--- config.mk ---
export PLATFORM = sky130hd
export DESIGN_NAME = mgmt_storage_arbiter_flat
export DESIGN_NICKNAME = d
export VERILOG_FILES = /design/src/rtl/mgmt_storage_arbiter_pkg.sv /design/src/rtl/mgmt_storage_arbiter_if.sv /design/src/rtl/mgmt_storage_rr_arb.sv /design/src/rtl/mgmt_storage_arbiter.sv /design/src/flat_wrapper.sv
export SDC_FILE = /design/constraint.sdc
export NUM_CORES = 1
export LEC_CHECK = 0
export CORE_MARGIN = 2
export CORE_UTILIZATION = 41
export DETAILED_ROUTE_END_ITERATION = 12
export PLACE_DENSITY = 0.89
export SLEW_MARGIN = 10
export SYNTH_ARGS = -nofsm -noshare
export SYNTH_HDL_FRONTEND = slang
export SYNTH_SLANG_ARGS = --single-unit
--- constraint.sdc ---
create_clock -name core_clk -period 1.9 [get_ports core_clk]
set_clock_uncertainty 0.2 [all_clocks]
set_input_delay 0.475 -clock core_clk [delete_from_list [all_inputs] [get_ports core_clk]]
set_output_delay 0.475 -clock core_clk [all_outputs]
set_load 0.1 [all_outputs]
--- src/rtl/mgmt_storage_arbiter_pkg.sv ---
// Shared types for the mgmt/housekeeping SRAM arbiter: FSM encoding,
// requester ids and the bank-index width helper.
package mgmt_storage_arbiter_pkg;

  typedef enum logic [1:0] {
    ST_IDLE   = 2'd0,
    ST_ACCESS = 2'd1,
    ST_RESP   = 2'd2
  } arb_state_e;

  typedef enum logic {
    REQ_MGMT = 1'b0,
    REQ_HK   = 1'b1
  } req_id_e;

  // A single bank still carries one (always-zero) bank bit in the address.
  function automatic int bank_w(input int n);
    return (n <= 2) ? 1 : $clog2(n);
  endfunction

endpackage

--- src/rtl/mgmt_storage_arbiter_if.sv ---
// Bus bundle between the mgmt Wishbone port, the housekeeping reader and
// the banked SRAM; "slave" is the arbiter side.
interface mgmt_storage_arbiter_if #(
  parameter int RAM_BLOCKS = 2,
  parameter int ADDR_W     = 8,
  parameter int DATA_W     = 32
) ();
  import mgmt_storage_arbiter_pkg::*;

  localparam int SEL_W  = DATA_W / 8;
  localparam int BANK_W = bank_w(RAM_BLOCKS);

  logic                         wb_cyc_i, wb_stb_i, wb_we_i;
  logic [SEL_W-1:0]             wb_sel_i;
  logic [BANK_W+ADDR_W+1:0]     wb_adr_i;
  logic [DATA_W-1:0]            wb_dat_i;
  logic                         wb_ack_o;
  logic [DATA_W-1:0]            wb_dat_o;

  logic                         hk_req;
  logic [BANK_W+ADDR_W-1:0]     hk_addr;
  logic                         hk_valid;
  logic [DATA_W-1:0]            hk_rdata;

  logic [RAM_BLOCKS-1:0]        sram_ena, sram_wen;
  logic [RAM_BLOCKS*SEL_W-1:0]  sram_wen_mask;
  logic [ADDR_W-1:0]            sram_addr;
  logic [DATA_W-1:0]            sram_wdata;
  logic [RAM_BLOCKS*DATA_W-1:0] sram_rdata;

  modport slave (
    input  wb_cyc_i, wb_stb_i, wb_we_i, wb_sel_i, wb_adr_i, wb_dat_i,
    input  hk_req, hk_addr, sram_rdata,
    output wb_ack_o, wb_dat_o, hk_valid, hk_rdata,
    output sram_ena, sram_wen, sram_wen_mask, sram_addr, sram_wdata
  );

  modport master (
    output wb_cyc_i, wb_stb_i, wb_we_i, wb_sel_i, wb_adr_i, wb_dat_i,
    output hk_req, hk_addr, sram_rdata,
    input  wb_ack_o, wb_dat_o, hk_valid, hk_rdata,
    input  sram_ena, sram_wen, sram_wen_mask, sram_addr, sram_wdata
  );

endinterface

--- src/rtl/mgmt_storage_rr_arb.sv ---
// Two-requester round-robin arbiter; on contention the requester not
// served last wins. Last-served resets to HK so mgmt wins first.
module mgmt_storage_rr_arb
  import mgmt_storage_arbiter_pkg::*;
(
  input  logic    gclk,
  input  logic    grst_n,
  input  logic    req_mgmt,
  input  logic    req_hk,
  input  logic    take,
  output logic    gnt_vld,
  output req_id_e gnt_id
);

  req_id_e last;

  always_comb begin
    gnt_vld = req_mgmt | req_hk;
    if (req_mgmt && req_hk) gnt_id = (last == REQ_HK) ? REQ_MGMT : REQ_HK;
    else                    gnt_id = req_mgmt ? REQ_MGMT : REQ_HK;
  end

  always_ff @(posedge gclk or negedge grst_n) begin
    if (!grst_n)                last <= REQ_HK;
    else if (take && gnt_vld)   last <= gnt_id;
  end

endmodule

--- src/rtl/mgmt_storage_arbiter.sv ---
// Shares banked SRAM between the mgmt Wishbone port and a housekeeping
// reader: IDLE (grant+capture) -> ACCESS (registered SRAM strobe) -> RESP.
module mgmt_storage_arbiter
  import mgmt_storage_arbiter_pkg::*;
#(
  parameter int RAM_BLOCKS = 2,
  parameter int ADDR_W     = 8,
  parameter int DATA_W     = 32
) (
  input logic                   core_clk,
  input logic                   core_rstn,
  mgmt_storage_arbiter_if.slave bus
);

  localparam int SEL_W  = DATA_W / 8;
  localparam int BANK_W = bank_w(RAM_BLOCKS);

  arb_state_e                  state, state_nxt;
  logic                        gnt_vld, mgmt_req;
  req_id_e                     gnt_id, cur_id;
  logic [BANK_W-1:0]           req_bank, cur_bank;
  logic [ADDR_W-1:0]           req_word;
  logic                        req_we, cur_we, cyc_lost;
  logic [RAM_BLOCKS-1:0]       ena_nxt, wen_nxt;
  logic [RAM_BLOCKS*SEL_W-1:0] mask_nxt;
  logic [DATA_W-1:0]           rd_mux;
  logic [1:0]                  unused_adr;

  assign mgmt_req   = bus.wb_cyc_i & bus.wb_stb_i;
  assign unused_adr = bus.wb_adr_i[1:0];

  mgmt_storage_rr_arb u_arb (
    .gclk     (core_clk),
    .grst_n   (core_rstn),
    .req_mgmt (mgmt_req),
    .req_hk   (bus.hk_req),
    .take     (state == ST_IDLE),
    .gnt_vld  (gnt_vld),
    .gnt_id   (gnt_id)
  );

  always_ff @(posedge core_clk or negedge core_rstn) begin
    if (!core_rstn) state <= ST_IDLE;
    else            state <= state_nxt;
  end

  always_comb begin
    state_nxt = state;
    case (state)
      ST_IDLE:   if (gnt_vld) state_nxt = ST_ACCESS;
      ST_ACCESS: state_nxt = ST_RESP;
      default:   state_nxt = ST_IDLE;
    endcase
  end

  // Out-of-range banks match no lane: no strobe, and the read mux falls
  // through to all-ones.
  always_comb begin
    req_bank = '0;
    req_word = '0;
    req_we   = 1'b0;
    if (gnt_id == REQ_MGMT) begin
      req_bank = bus.wb_adr_i[BANK_W+ADDR_W+1 -: BANK_W];
      req_word = bus.wb_adr_i[ADDR_W+1 -: ADDR_W];
      req_we   = bus.wb_we_i;
    end else begin
      req_bank = bus.hk_addr[BANK_W+ADDR_W-1 -: BANK_W];
      req_word = bus.hk_addr[ADDR_W-1:0];
    end
    ena_nxt  = '0;
    wen_nxt  = '0;
    mask_nxt = '0;
    for (int b = 0; b < RAM_BLOCKS; b++) begin
      if (int'(req_bank) == b) begin
        ena_nxt[b]                  = 1'b1;
        wen_nxt[b]                  = req_we;
        mask_nxt[b*SEL_W +: SEL_W]  = req_we ? bus.wb_sel_i : '0;
      end
    end
    rd_mux = '1;
    for (int b = 0; b < RAM_BLOCKS; b++)
      if (int'(cur_bank) == b) rd_mux = bus.sram_rdata[b*DATA_W +: DATA_W];
  end

  always_ff @(posedge core_clk or negedge core_rstn) begin
    if (!core_rstn) begin
      cur_id            <= REQ_MGMT;
      cur_bank          <= '0;
      cur_we            <= 1'b0;
      cyc_lost          <= 1'b0;
      bus.sram_ena      <= '0;
      bus.sram_wen      <= '0;
      bus.sram_wen_mask <= '0;
      bus.sram_addr     <= '0;
      bus.sram_wdata    <= '0;
      bus.wb_ack_o      <= 1'b0;
      bus.wb_dat_o      <= '0;
      bus.hk_valid      <= 1'b0;
      bus.hk_rdata      <= '0;
    end else begin
      bus.sram_ena      <= '0;
      bus.sram_wen      <= '0;
      bus.sram_wen_mask <= '0;
      bus.sram_addr     <= '0;
      bus.sram_wdata    <= '0;
      bus.wb_ack_o      <= 1'b0;
      bus.hk_valid      <= 1'b0;
      if (state == ST_IDLE && gnt_vld) begin
        cur_id            <= gnt_id;
        cur_bank          <= req_bank;
        cur_we            <= req_we;
        bus.sram_ena      <= ena_nxt;
        bus.sram_wen      <= wen_nxt;
        bus.sram_wen_mask <= mask_nxt;
        bus.sram_addr     <= req_word;
        bus.sram_wdata    <= req_we ? bus.wb_dat_i : '0;
      end
      // A master that abandons its cycle mid-access gets no ack.
      if (state == ST_ACCESS) cyc_lost <= ~bus.wb_cyc_i;
      if (state == ST_RESP) begin
        if (cur_id == REQ_HK) begin
          bus.hk_valid <= 1'b1;
          bus.hk_rdata <= rd_mux;
        end else if (!cyc_lost && bus.wb_cyc_i) begin
          bus.wb_ack_o <= 1'b1;
          bus.wb_dat_o <= cur_we ? '0 : rd_mux;
        end
      end
    end
  end

endmodule
--- src/flat_wrapper.sv ---
// flat-port wrapper written by rule: the top's interface ports become plain ports
module mgmt_storage_arbiter_flat import mgmt_storage_arbiter_pkg::*;
#(
  parameter int RAM_BLOCKS = 2,
  parameter int ADDR_W     = 8,
  parameter int DATA_W     = 32
)
  (core_clk, core_rstn, bus_wb_cyc_i, bus_wb_stb_i, bus_wb_we_i, bus_wb_sel_i, bus_wb_adr_i, bus_wb_dat_i, bus_hk_req, bus_hk_addr, bus_sram_rdata, bus_wb_ack_o, bus_wb_dat_o, bus_hk_valid, bus_hk_rdata, bus_sram_ena, bus_sram_wen, bus_sram_wen_mask, bus_sram_addr, bus_sram_wdata);
  mgmt_storage_arbiter_if #(.RAM_BLOCKS(RAM_BLOCKS), .ADDR_W(ADDR_W), .DATA_W(DATA_W)) bus_i ();
  input logic core_clk;
  input logic core_rstn;
  input wire logic [$bits(bus_i.wb_cyc_i)-1:0] bus_wb_cyc_i;
  input wire logic [$bits(bus_i.wb_stb_i)-1:0] bus_wb_stb_i;
  input wire logic [$bits(bus_i.wb_we_i)-1:0] bus_wb_we_i;
  input wire logic [$bits(bus_i.wb_sel_i)-1:0] bus_wb_sel_i;
  input wire logic [$bits(bus_i.wb_adr_i)-1:0] bus_wb_adr_i;
  input wire logic [$bits(bus_i.wb_dat_i)-1:0] bus_wb_dat_i;
  input wire logic [$bits(bus_i.hk_req)-1:0] bus_hk_req;
  input wire logic [$bits(bus_i.hk_addr)-1:0] bus_hk_addr;
  input wire logic [$bits(bus_i.sram_rdata)-1:0] bus_sram_rdata;
  output wire logic [$bits(bus_i.wb_ack_o)-1:0] bus_wb_ack_o;
  output wire logic [$bits(bus_i.wb_dat_o)-1:0] bus_wb_dat_o;
  output wire logic [$bits(bus_i.hk_valid)-1:0] bus_hk_valid;
  output wire logic [$bits(bus_i.hk_rdata)-1:0] bus_hk_rdata;
  output wire logic [$bits(bus_i.sram_ena)-1:0] bus_sram_ena;
  output wire logic [$bits(bus_i.sram_wen)-1:0] bus_sram_wen;
  output wire logic [$bits(bus_i.sram_wen_mask)-1:0] bus_sram_wen_mask;
  output wire logic [$bits(bus_i.sram_addr)-1:0] bus_sram_addr;
  output wire logic [$bits(bus_i.sram_wdata)-1:0] bus_sram_wdata;
  assign bus_i.wb_cyc_i = bus_wb_cyc_i;
  assign bus_i.wb_stb_i = bus_wb_stb_i;
  assign bus_i.wb_we_i = bus_wb_we_i;
  assign bus_i.wb_sel_i = bus_wb_sel_i;
  assign bus_i.wb_adr_i = bus_wb_adr_i;
  assign bus_i.wb_dat_i = bus_wb_dat_i;
  assign bus_i.hk_req = bus_hk_req;
  assign bus_i.hk_addr = bus_hk_addr;
  assign bus_i.sram_rdata = bus_sram_rdata;
  assign bus_wb_ack_o = bus_i.wb_ack_o;
  assign bus_wb_dat_o = bus_i.wb_dat_o;
  assign bus_hk_valid = bus_i.hk_valid;
  assign bus_hk_rdata = bus_i.hk_rdata;
  assign bus_sram_ena = bus_i.sram_ena;
  assign bus_sram_wen = bus_i.sram_wen;
  assign bus_sram_wen_mask = bus_i.sram_wen_mask;
  assign bus_sram_addr = bus_i.sram_addr;
  assign bus_sram_wdata = bus_i.sram_wdata;
  mgmt_storage_arbiter #(.RAM_BLOCKS(RAM_BLOCKS), .ADDR_W(ADDR_W), .DATA_W(DATA_W)) u_core (.core_clk(core_clk), .core_rstn(core_rstn), .bus(bus_i));
endmodule
==> impl_metrics.py, run 1 <==
metrics = {
    "outcome": {
        "outcome": "completed",
    },
    "sta": {
        "setup_viol": 0,
        "hold_viol": 0,
        "fin_crit_sh": 0.960,
        "setup_tns_ps": 0,
        "hold_ws_ps": 342,
        "report.final.slew_viol_count": 0,
        "worstMarginPinSlew_ps": 404,
        "period_needed_ps": 1820,
        "rsz0062_at_grt": "no",
        "fmax_mhz": 548,
        "slew_headroom": 0.731,
    },
    "cts": {
        "cts-root-buf": "clkbuf_16",
        "clk_latency_ps": 420,
        "cts_htree_levels": 4,
        "cts_buffer_depth": 2,
        "path_clk_slew_ps": 60,
        "cts_tree": "done",
        "cts_resized": 0,
        "cts.sinks": 125,
        "cts_made_buffers": 17,
    },
    "logic_synthesis": {
        "syn-mean-instance-area_um2": 12.5,
        "yosys_warnings": 0,
        "synth_area_um2": 5130,
        "synth_fp_nets": 536,
        "synth_cell_type_count": 33,
        "synth_seq_area_share": 0.610,
        "netlist_instances": 410,
        "yosys_register_bits": 125,
    },
    "global_route": {
        "grtUsageTotal": 0.255,
        "grt_pass1_vias": 4686,
        "grt_max_degree": 66,
        "grt-ovfl-total": 0,
        "grt_pass1_wl_um": 25300,
        "antenna_found_initial": 0,
    },
    "critical_path": {
        "crit_required_ps": 2050,
        "cp_max_fo": 27,
        "path_class": "in -> reg",
        "crit_path_end_kind": "flip-flop",
        "r2r_slack_ps": 170,
        "startpoint_type": "input port",
        "arrival_ps": 1970,
    },
    "final_layout": {
        "final_common_cell": "buf_12",
        "syn_to_final_growth_pct": 88.1,
        "finalNonFillerCells": 853,
        "final_cell_mix": "buf_12, dfrtp_1, clkdlybuf4s50_1, o21ai_0, nand2_1",
        "fin_nets": 797,
        "fin_area_um2": 9640,
        "fill_cells": 680,
        "drive_above_1_share": 0.311,
    },
    "power": {
        "power_frac_comb": 0.576,
        "intPower_w": 0.00954,
        "leakage_nw": 4.49,
        "p_switching_w": 0.00865,
        "switching_share": 0.476,
        "powerDensity_nw_per_um2": 1890,
        "vdd_drop_max_uv": 792,
        "p_clk_frac": 0.189,
        "seq_power_share": 0.235,
    },
    "detailed_routing": {
        "postRouteAntennaNets": 0,
        "routed_via_density": 4.95,
        "wl_per_cell_um": 19.1,
        "drc": 0,
        "wirelength_um": 16300,
        "dr.pass1.iters": 4,
        "drt-initial-drc-count": 237,
        "via_count": 4220,
    },
    "floorplan": {
        "die_h_um": 116,
        "num_rows": 40,
        "io_pins": 244,
        "die_x_um": 116,
        "start_util": 0.423,
        "coreArea_um2": 12100,
        "die-area_um2": 13400,
    },
    "placement": {
        "port_buffers": 241,
        "hpwl_um": 12100,
        "dp.cells": 819,
        "gp_congestion": 0.863,
        "placed_area_um2": 9010,
    },
    "min_path": {
        "min_path_type": "reg -> reg",
    },
    "run": {
        "cap_violations": 0,
    },
}
## synth_stat cells
master	number	area (um2)
nand3b_1	1	7.51
inv_2	1	3.75
buf_2	9	45.0
buf_12	3	60.1
o21ai_2	1	8.76
and2b_2	1	8.76
and4_1	5	43.8
nand4_2	1	12.5
a21o_1	2	15.0
nor2b_1	1	6.26
nor2_2	1	6.26
buf_6	6	67.6
and2_1	33	206
nand3_1	9	45.0
mux2_4	29	435
o21ai_0	40	200
dfrtp_1	124	3100
mux2_1	3	33.8
dfstp_2	1	26.3
nand2b_1	1	6.26
buf_4	2	15.0
nand2_1	35	131
buf_1	1	3.75
nor2_1	34	128
and4b_1	1	10.0
a21oi_1	12	60.1
clkbuf_1	7	26.3
a31oi_1	1	6.26
mux2i_1	32	320
inv_1	5	18.8
and3_1	2	12.5
mux2_2	2	22.5
a211oi_1	4	30.0
## worst max-delay path, cell delays in order
cell	delay, ps
clkdlybuf4s50_1	530
and2_1	220
and4_1	310
buf_12	180
and4_1	260
## sequential cells by signal, summed over array words and instances, names as in the netlist, 2 cells and up
name	count
u_core.bus.wb_dat_o	32
u_core.bus.sram_wen	2
u_core.state	2
u_core.bus.sram_wdata	32
u_core.bus.sram_ena	2
u_core.bus.sram_wen_mask	8
u_core.bus.hk_rdata	32
u_core.bus.sram_addr	8
## power by group through the flow
stage          clock network (W)  registers, W  logic (W)
5_1_grt                  0.00360       0.00437     0.0108
2_1_floorplan                  0       0.00873    0.00175
3_5_place_dp                   0       0.00430     0.0105
4_1_cts                  0.00347       0.00428     0.0105
6_report                 0.00344       0.00428     0.0105
3_3_place_gp                   0       0.00425     0.0103
## metrics by stage
stage / worst slack (ps) / util / total power (W)
CTS: 81.9 / 0.796 / 0.0183
floorplan: 327 / - / 0.0105
global placement: -252 / 0.744 / 0.0145
finish: 76.7 / 0.796 / 0.0182
detailed placement: -281 / 0.744 / 0.0148
global route: 17.7 / 0.796 / 0.0188
## path summary, 6_finish.rpt
| path | depth (start not counted) | endpoint | start |
|---|---|---|---|
| max reg2reg | 4 | u_core.bus.wb_dat_o[10] | u_core.cur_id |
| max | 5 | u_core.bus.sram_wen_mask[2] | bus_wb_cyc_i |
| min | 1 | u_core.state[1] | u_core.state[1] |
| min in group asynchronous | 2 | u_core.bus.hk_rdata[16] | core_rstn |
| max in group asynchronous | 3 | u_core.u_arb.last | core_rstn |
| min reg2reg | 1 | u_core.state[1] | u_core.state[1] |
## logic make-up after synthesis
logic type,synth area share
flops,0.610
buf+inv,0.0469
simple gates,0.122
mux,0.158
compound gates,0.0625
## metal layers
layer / share of wire / GRT usage / vias to the layer above / wire length, um
met4: 0.034 / 0.125 / 0 / 551
met5: 0 / 0 / - / 0
met1: 0.34 / 0.263 / 2074 / 5550
met2: 0.55 / 0.465 / 202 / 8900
li1: - / - / 1906 / -
met3: 0.080 / 0.0842 / 38 / 1310
## final cells by class
type,instances,area [um2],share of cell area
inverters,6,22.5,0.00234
clock inverters,7,135,0.0140
multi-input cells,251,1760,0.182
well taps,168,210,0.0218
diodes,1,2.50,0.000260
clock buffers,25,485,0.0503
repair buffers,270,3900,0.404
flip-flops and latches,125,3130,0.325
## timing repair
| action | in CTS | in global routing |
|---|---|---|
| hold buffers | 1 | 0 |
| buffers inserted | 0 | 0 |
| hold endpoints to repair | 24 | 0 |
Power figures use the tool's default switching activity.
==> run 2: changes to the inputs <==
Settings changed: CORE_UTILIZATION 41 to 37, PLACE_DENSITY 0.89 to 0.86.
Clock period 1.9 ns to 1.55 ns, I/O delays scaled along.
==> impl_metrics.py, run 2 (same netlist as run 1, synthesis figures left out) <==
metrics = {
    "placement": {
        "port_buffers": 241,
        "placed_area_um2": 9210,
        "hpwl_um": 12400,
        "dp.cells": 854,
        "gp_congestion": 0.828,
    },
    "final_layout": {
        "finalNonFillerCells": 938,
        "final_cell_mix": "buf_12, dfrtp_1, clkdlybuf4s50_1, buf_4, nand2_1",
        "syn_to_final_growth_pct": 104,
        "antenna_cells": 0,
        "final_common_cell": "buf_12",
        "drive_above_1_share": 0.416,
        "fin_area_um2": 10500,
        "fin_nets": 872,
        "largestRegisters": "u_core.bus.hk_rdata x32, u_core.bus.sram_wdata x32, u_core.bus.wb_dat_o x32",
    },
    "detailed_routing": {
        "dr.pass1.iters": 4,
        "wl_per_cell_um": 20.1,
        "wirelength_um": 18900,
        "drt-initial-drc-count": 208,
        "via_count": 4553,
        "drc": 0,
        "postRouteAntennaNets": 0,
        "routed_via_density": 4.85,
    },
    "power": {
        "leakage_nw": 4.92,
        "vdd_drop_max_uv": 985,
        "powerDensity_nw_per_um2": 2240,
    },
    "run": {
        "cap_violations": 0,
    },
    "cts": {
        "cts_made_buffers": 17,
        "clk_latency_ps": 410,
        "cts_htree_levels": 4,
        "cts_buffer_depth": 2,
        "cts-root-buf": "clkbuf_16",
        "path_clk_slew_ps": 60,
        "cts.sinks": 125,
        "cts_tree": "done",
    },
    "sta": {
        "rsz0062_at_grt": "yes",
        "fmax_mhz": 597,
        "setup_ws_ps": -124,
        "period_needed_ps": 1670,
        "hold_viol": 0,
        "worstMarginPinSlew_ps": 333,
        "fin_crit_sh": 1.08,
        "slew_headroom": 0.771,
        "setup_viol": 162,
        "report.final.slew_viol_count": 0,
    },
    "floorplan": {
        "start_util": 0.374,
        "die_x_um": 122,
        "num_rows": 43,
        "io_pins": 244,
        "coreArea_um2": 13700,
        "die-area_um2": 14800,
        "die_h_um": 122,
    },
    "critical_path": {
        "crit_path_end": "u_core.bus.wb_dat_o[12]",
        "r2r_slack_ps": -120,
        "crit_required_ps": 1640,
        "startpoint": "u_core.cyc_lost",
        "startpoint_type": "flip-flop",
        "r2r-end": "u_core.bus.wb_dat_o[12]",
        "path_class": "reg -> reg",
        "cp_max_fo": 8,
        "arrival_ps": 1760,
        "rr_startpoint": "u_core.cyc_lost",
        "r2r_cells": 5,
        "crit_path_end_kind": "flip-flop",
    },
    "outcome": {
        "outcome": "finished with violations",
        "violations": "setup timing",
    },
    "global_route": {
        "grt_pass1_vias": 5067,
        "grt_max_degree": 66,
        "antenna_found_initial": 0,
        "grt-ovfl-total": 0,
        "grt_pass1_wl_um": 27000,
        "grtUsageTotal": 0.244,
    },
    "min_path": {
        "min_path_type": "in -> async",
    },
}
==> run 2: cell types whose count changed in the layout (fill, tap and decap cells not counted), moves of 4 or more <==
cell / change
buf_6: +7
o21ai_0: -23
o21ai_1: +20
a211oi_2: +4
a211oi_1: -4
mux2i_2: +5
mux2i_1: -8
buf_4: +61
==> run 2: layer usage <==
layer / vias to the layer above / global-route usage / wire [um]
met2: 211 / 0.463 / 10500
li1: 2054 / - / -
met3: 47 / 0.0679 / 1290
met1: 2241 / 0.254 / 6550
met5: - / 0 / 0
met4: 0 / 0.0955 / 544
==> run 2: worst min-delay path by stage <==
stage          startpoint                      end  slack (ps)  cells past startpoint
2_1_floorplan   core_rstn   u_core.bus.hk_rdata[0]        -110                      0
3_3_place_gp    core_rstn  u_core.bus.hk_rdata[12]         100                      1
3_5_place_dp    core_rstn  u_core.bus.hk_rdata[12]         100                      1
4_1_cts         core_rstn  u_core.bus.wb_dat_o[14]         220                      2
5_1_grt         core_rstn  u_core.bus.wb_dat_o[20]         240                      2
6_report        core_rstn  u_core.bus.hk_rdata[12]         230                      2
==> run 2: worst max-delay path: stages (launching register included) <==
cell and delay (ps):
dfrtp_1 380, nor2_1 110, and4b_4 280, buf_12 130
buf_16 150, mux2_4 300
==> run 2: power by group <==
| group | total [W] | leakage, nW | internal, W | switching [W] |
|---|---|---|---|---|
| combinational | 0.0145 | 2.99 | 0.00574 | 0.00872 |
| clock | 0.00383 | 0.280 | 0.00247 | 0.00136 |
| sequential | 0.00520 | 1.65 | 0.00421 | 0.000992 |
==> run 2: repair_timing <==
item                       4_1_cts  5_1_grt
hold buffers                     1        0
gates cloned                     5        2
hold endpoints to repair       124        0
setup endpoints to repair      191      216
pin swaps                        3        8
resized for setup               28       44
setup buffers                   26       19
==> run 2: layout make-up <==
cell class / instances / area (um2)
tap: 180 / 225
clock buffer: 24 / 482
inverter: 6 / 22.5
clock inverter: 7 / 87.6
sequential: 125 / 3130
multi-input combinational: 251 / 1920
fill: 768 / 3250
timing repair buffer: 345 / 4610
==> run 2: metrics by stage <==
step	setup TNS, ps	setup WS (ps)	power [W]	util	hold slack, ps
final	-6480	-124	0.0235	0.763	234
after global routing	-12800	-169	0.0243	0.763	239
after CTS	-8170	-127	0.0229	0.741	216
after detailed placement	-42590	-606	0.0185	0.671	102
after global placement	-35720	-535	0.0181	0.671	103
after floorplan	0	7.68	0.0128	-	-108
==> run 3: changes to the inputs <==
Settings changed: CORE_UTILIZATION 37 to 36, PLACE_DENSITY 0.86 to 0.85, SYNTH_HIERARCHICAL from default to 1.
==> impl_metrics.py, run 3 <==
metrics = {
    "outcome": {
        "outcome": "finished with violations",
        "violations": "setup timing",
    },
    "power": {
        "powerDensity_nw_per_um2": 2290,
        "vdd_drop_max_uv": 884,
        "leakage_nw": 4.71,
        "power_w": 0.0226,
    },
    "detailed_routing": {
        "drt-initial-drc-count": 155,
        "wl_per_cell_um": 18.4,
        "via_count": 4138,
        "wirelength_um": 16100,
        "routed_via_density": 4.71,
        "postRouteAntennaNets": 0,
        "dr.pass1.iters": 4,
        "drc": 0,
    },
    "global_route": {
        "grt_max_degree": 66,
        "grt_pass1_vias": 4745,
        "grtUsageTotal": 0.230,
        "antenna_found_initial": 0,
        "grt-ovfl-total": 0,
        "grt_pass1_wl_um": 25000,
    },
    "run": {
        "cap_violations": 0,
    },
    "floorplan": {
        "io_pins": 244,
        "coreArea_um2": 13200,
        "start_util": 0.368,
        "die_h_um": 120,
        "die-area_um2": 14500,
        "num_rows": 42,
        "die_x_um": 120,
    },
    "cts": {
        "cts_made_buffers": 17,
        "clk_latency_ps": 400,
        "cts-root-buf": "clkbuf_16",
        "cts_tree": "done",
        "cts_buffer_depth": 2,
        "cts_htree_levels": 4,
        "cts.sinks": 125,
        "path_clk_slew_ps": 50,
    },
    "placement": {
        "dp.cells": 816,
        "hpwl_um": 11000,
        "gp_congestion": 0.750,
        "port_buffers": 241,
        "pre_cts_ws_ps": -864,
    },
    "critical_path": {
        "crit_path_end_kind": "flip-flop",
        "path_class": "reg -> reg",
        "arrival_ps": 2040,
        "cp_max_fo": 5,
        "crit_required_ps": 1700,
        "startpoint_type": "flip-flop",
    },
    "sta": {
        "hold_viol": 0,
        "setup_tns_ps": -20340,
        "hold_ws_ps": 147,
        "slew_headroom": 0.763,
        "fin_crit_sh": 1.22,
        "setup_ws_ps": -341,
        "period_needed_ps": 1890,
        "report.final.slew_viol_count": 0,
        "rsz0062_at_grt": "yes",
        "setup_viol": 196,
        "fmax_mhz": 529,
        "worstMarginPinSlew_ps": 355,
    },
    "logic_synthesis": {
        "synth-edff-count": 0,
        "synth_area_um2": 4880,
        "synth.most_common_cell": "dfrtp_1",
        "synth.top_cell.area_share": 0.636,
        "ys_top_cells_by_count": "dfrtp_1, nor2_1, mux2i_1, nand2_1, and2_1",
        "synth_fp_nets": 522,
        "ys.flop_type": "dfrtp_1",
        "netlist_instances": 396,
        "synthArstFlopShare": 1.00,
        "synth_seq_area_share": 0.642,
        "yosys_warnings": 6,
        "synth_area_leaders": "dfrtp_1, mux2i_1, mux2_2",
        "yosys.area.top_type": "dfrtp_1",
        "yosys_register_bits": 125,
        "synth_cell_type_count": 24,
        "syn-mean-instance-area_um2": 12.3,
    },
    "final_layout": {
        "drive_above_1_share": 0.380,
        "finalNonFillerCells": 878,
        "largestRegisters": "u_core/bus.hk_rdata x32, u_core/bus.sram_wdata x32, u_core/bus.wb_dat_o x32",
        "fin_nets": 815,
        "antenna_cells": 0,
        "syn_to_final_growth_pct": 102,
        "fill_cells": 814,
        "final_common_cell": "buf_12",
        "final_cell_mix": "buf_12, dfrtp_1, clkdlybuf4s50_1, mux2i_1, nor2_1",
        "ff_latch_area_um2": 3130,
        "multiInputGateArea_um2": 1720,
    },
    "min_path": {
        "min_path_type": "in -> async",
    },
}
[run 3: per-layer routing]
metal / share of wire / vias to the layer above / track usage
li1: - / 1898 / -
met1: 0.34 / 2018 / 0.237
met5: 0 / - / 0
met4: 0.028 / 0 / 0.0988
met3: 0.083 / 31 / 0.0802
met2: 0.55 / 191 / 0.420
[run 3: timing repair]
item / in CTS / in global routing
setup endpoints to repair: 205 / 206
setup buffers: 22 / 9
hold buffers: 1 / 0
pin swaps: 4 / 4
cloned: 6 / 0
gates resized for setup: 26 / 29
endpoints found under the hold margin: 124 / 0
[run 3: kinds of logic after synthesis]
| logic type | after synthesis | synth area share |
|---|---|---|
| buffers and inverters | 29 | 0.0285 |
| DFF | 125 | 0.642 |
| AOI/OAI and AO/OA | 35 | 0.0362 |
| muxes | 74 | 0.160 |
| and+or+nand+nor | 133 | 0.134 |
[run 3: power breakdown]
part	switching [W]	leakage, nW	internal [W]
Sequential	0.00102	1.63	0.00424
Combinational	0.00846	2.81	0.00512
Clock	0.00139	0.269	0.00239
Total	0.0109	4.71	0.0118
[run 3: worst max-delay path, stage by stage (launching register included)]
cell and delay, ps:
dfrtp_1 400, or3b_4 440, nor3b_4 250, buf_6 140
buf_6 120, buf_12 110, and3_4 170
[run 3: metrics by stage]
step,utilization,cell area [um2]
detailed placement,0.670,8870
CTS,0.744,9860
global placement,0.670,8870
finish,0.745,9860
floorplan,-,4930
global route,0.745,9860
[run 3: cell type report]
cell class / count / area share
sequential: 125 / 0.318
clock inverter: 11 / 0.0121
tap: 176 / 0.0223
timing repair buffer: 298 / 0.426
multi-input combinational: 242 / 0.174
inverter: 5 / 0.00190
clock buffer: 21 / 0.0457
[run 3: worst paths after layout]
check | startpoint | depth (start not counted) | endpoint | slack (ps)
setup / recovery | u_core/state[0] | 6 | u_core/bus.sram_wen_mask[4] | -340
hold / removal | core_rstn | 2 | u_core/bus.hk_rdata[2] | 150
setup reg to reg | u_core/state[0] | 6 | u_core/bus.sram_wen_mask[4] | -340
hold reg to reg | u_core/bus.hk_rdata[12] | 2 | u_core/bus.hk_rdata[12] | 340
max in group asynchronous | core_rstn | 3 | u_core/u_arb/last | 460
min in group core_clk | bus_wb_stb_i | 3 | u_core/u_arb/last | 190
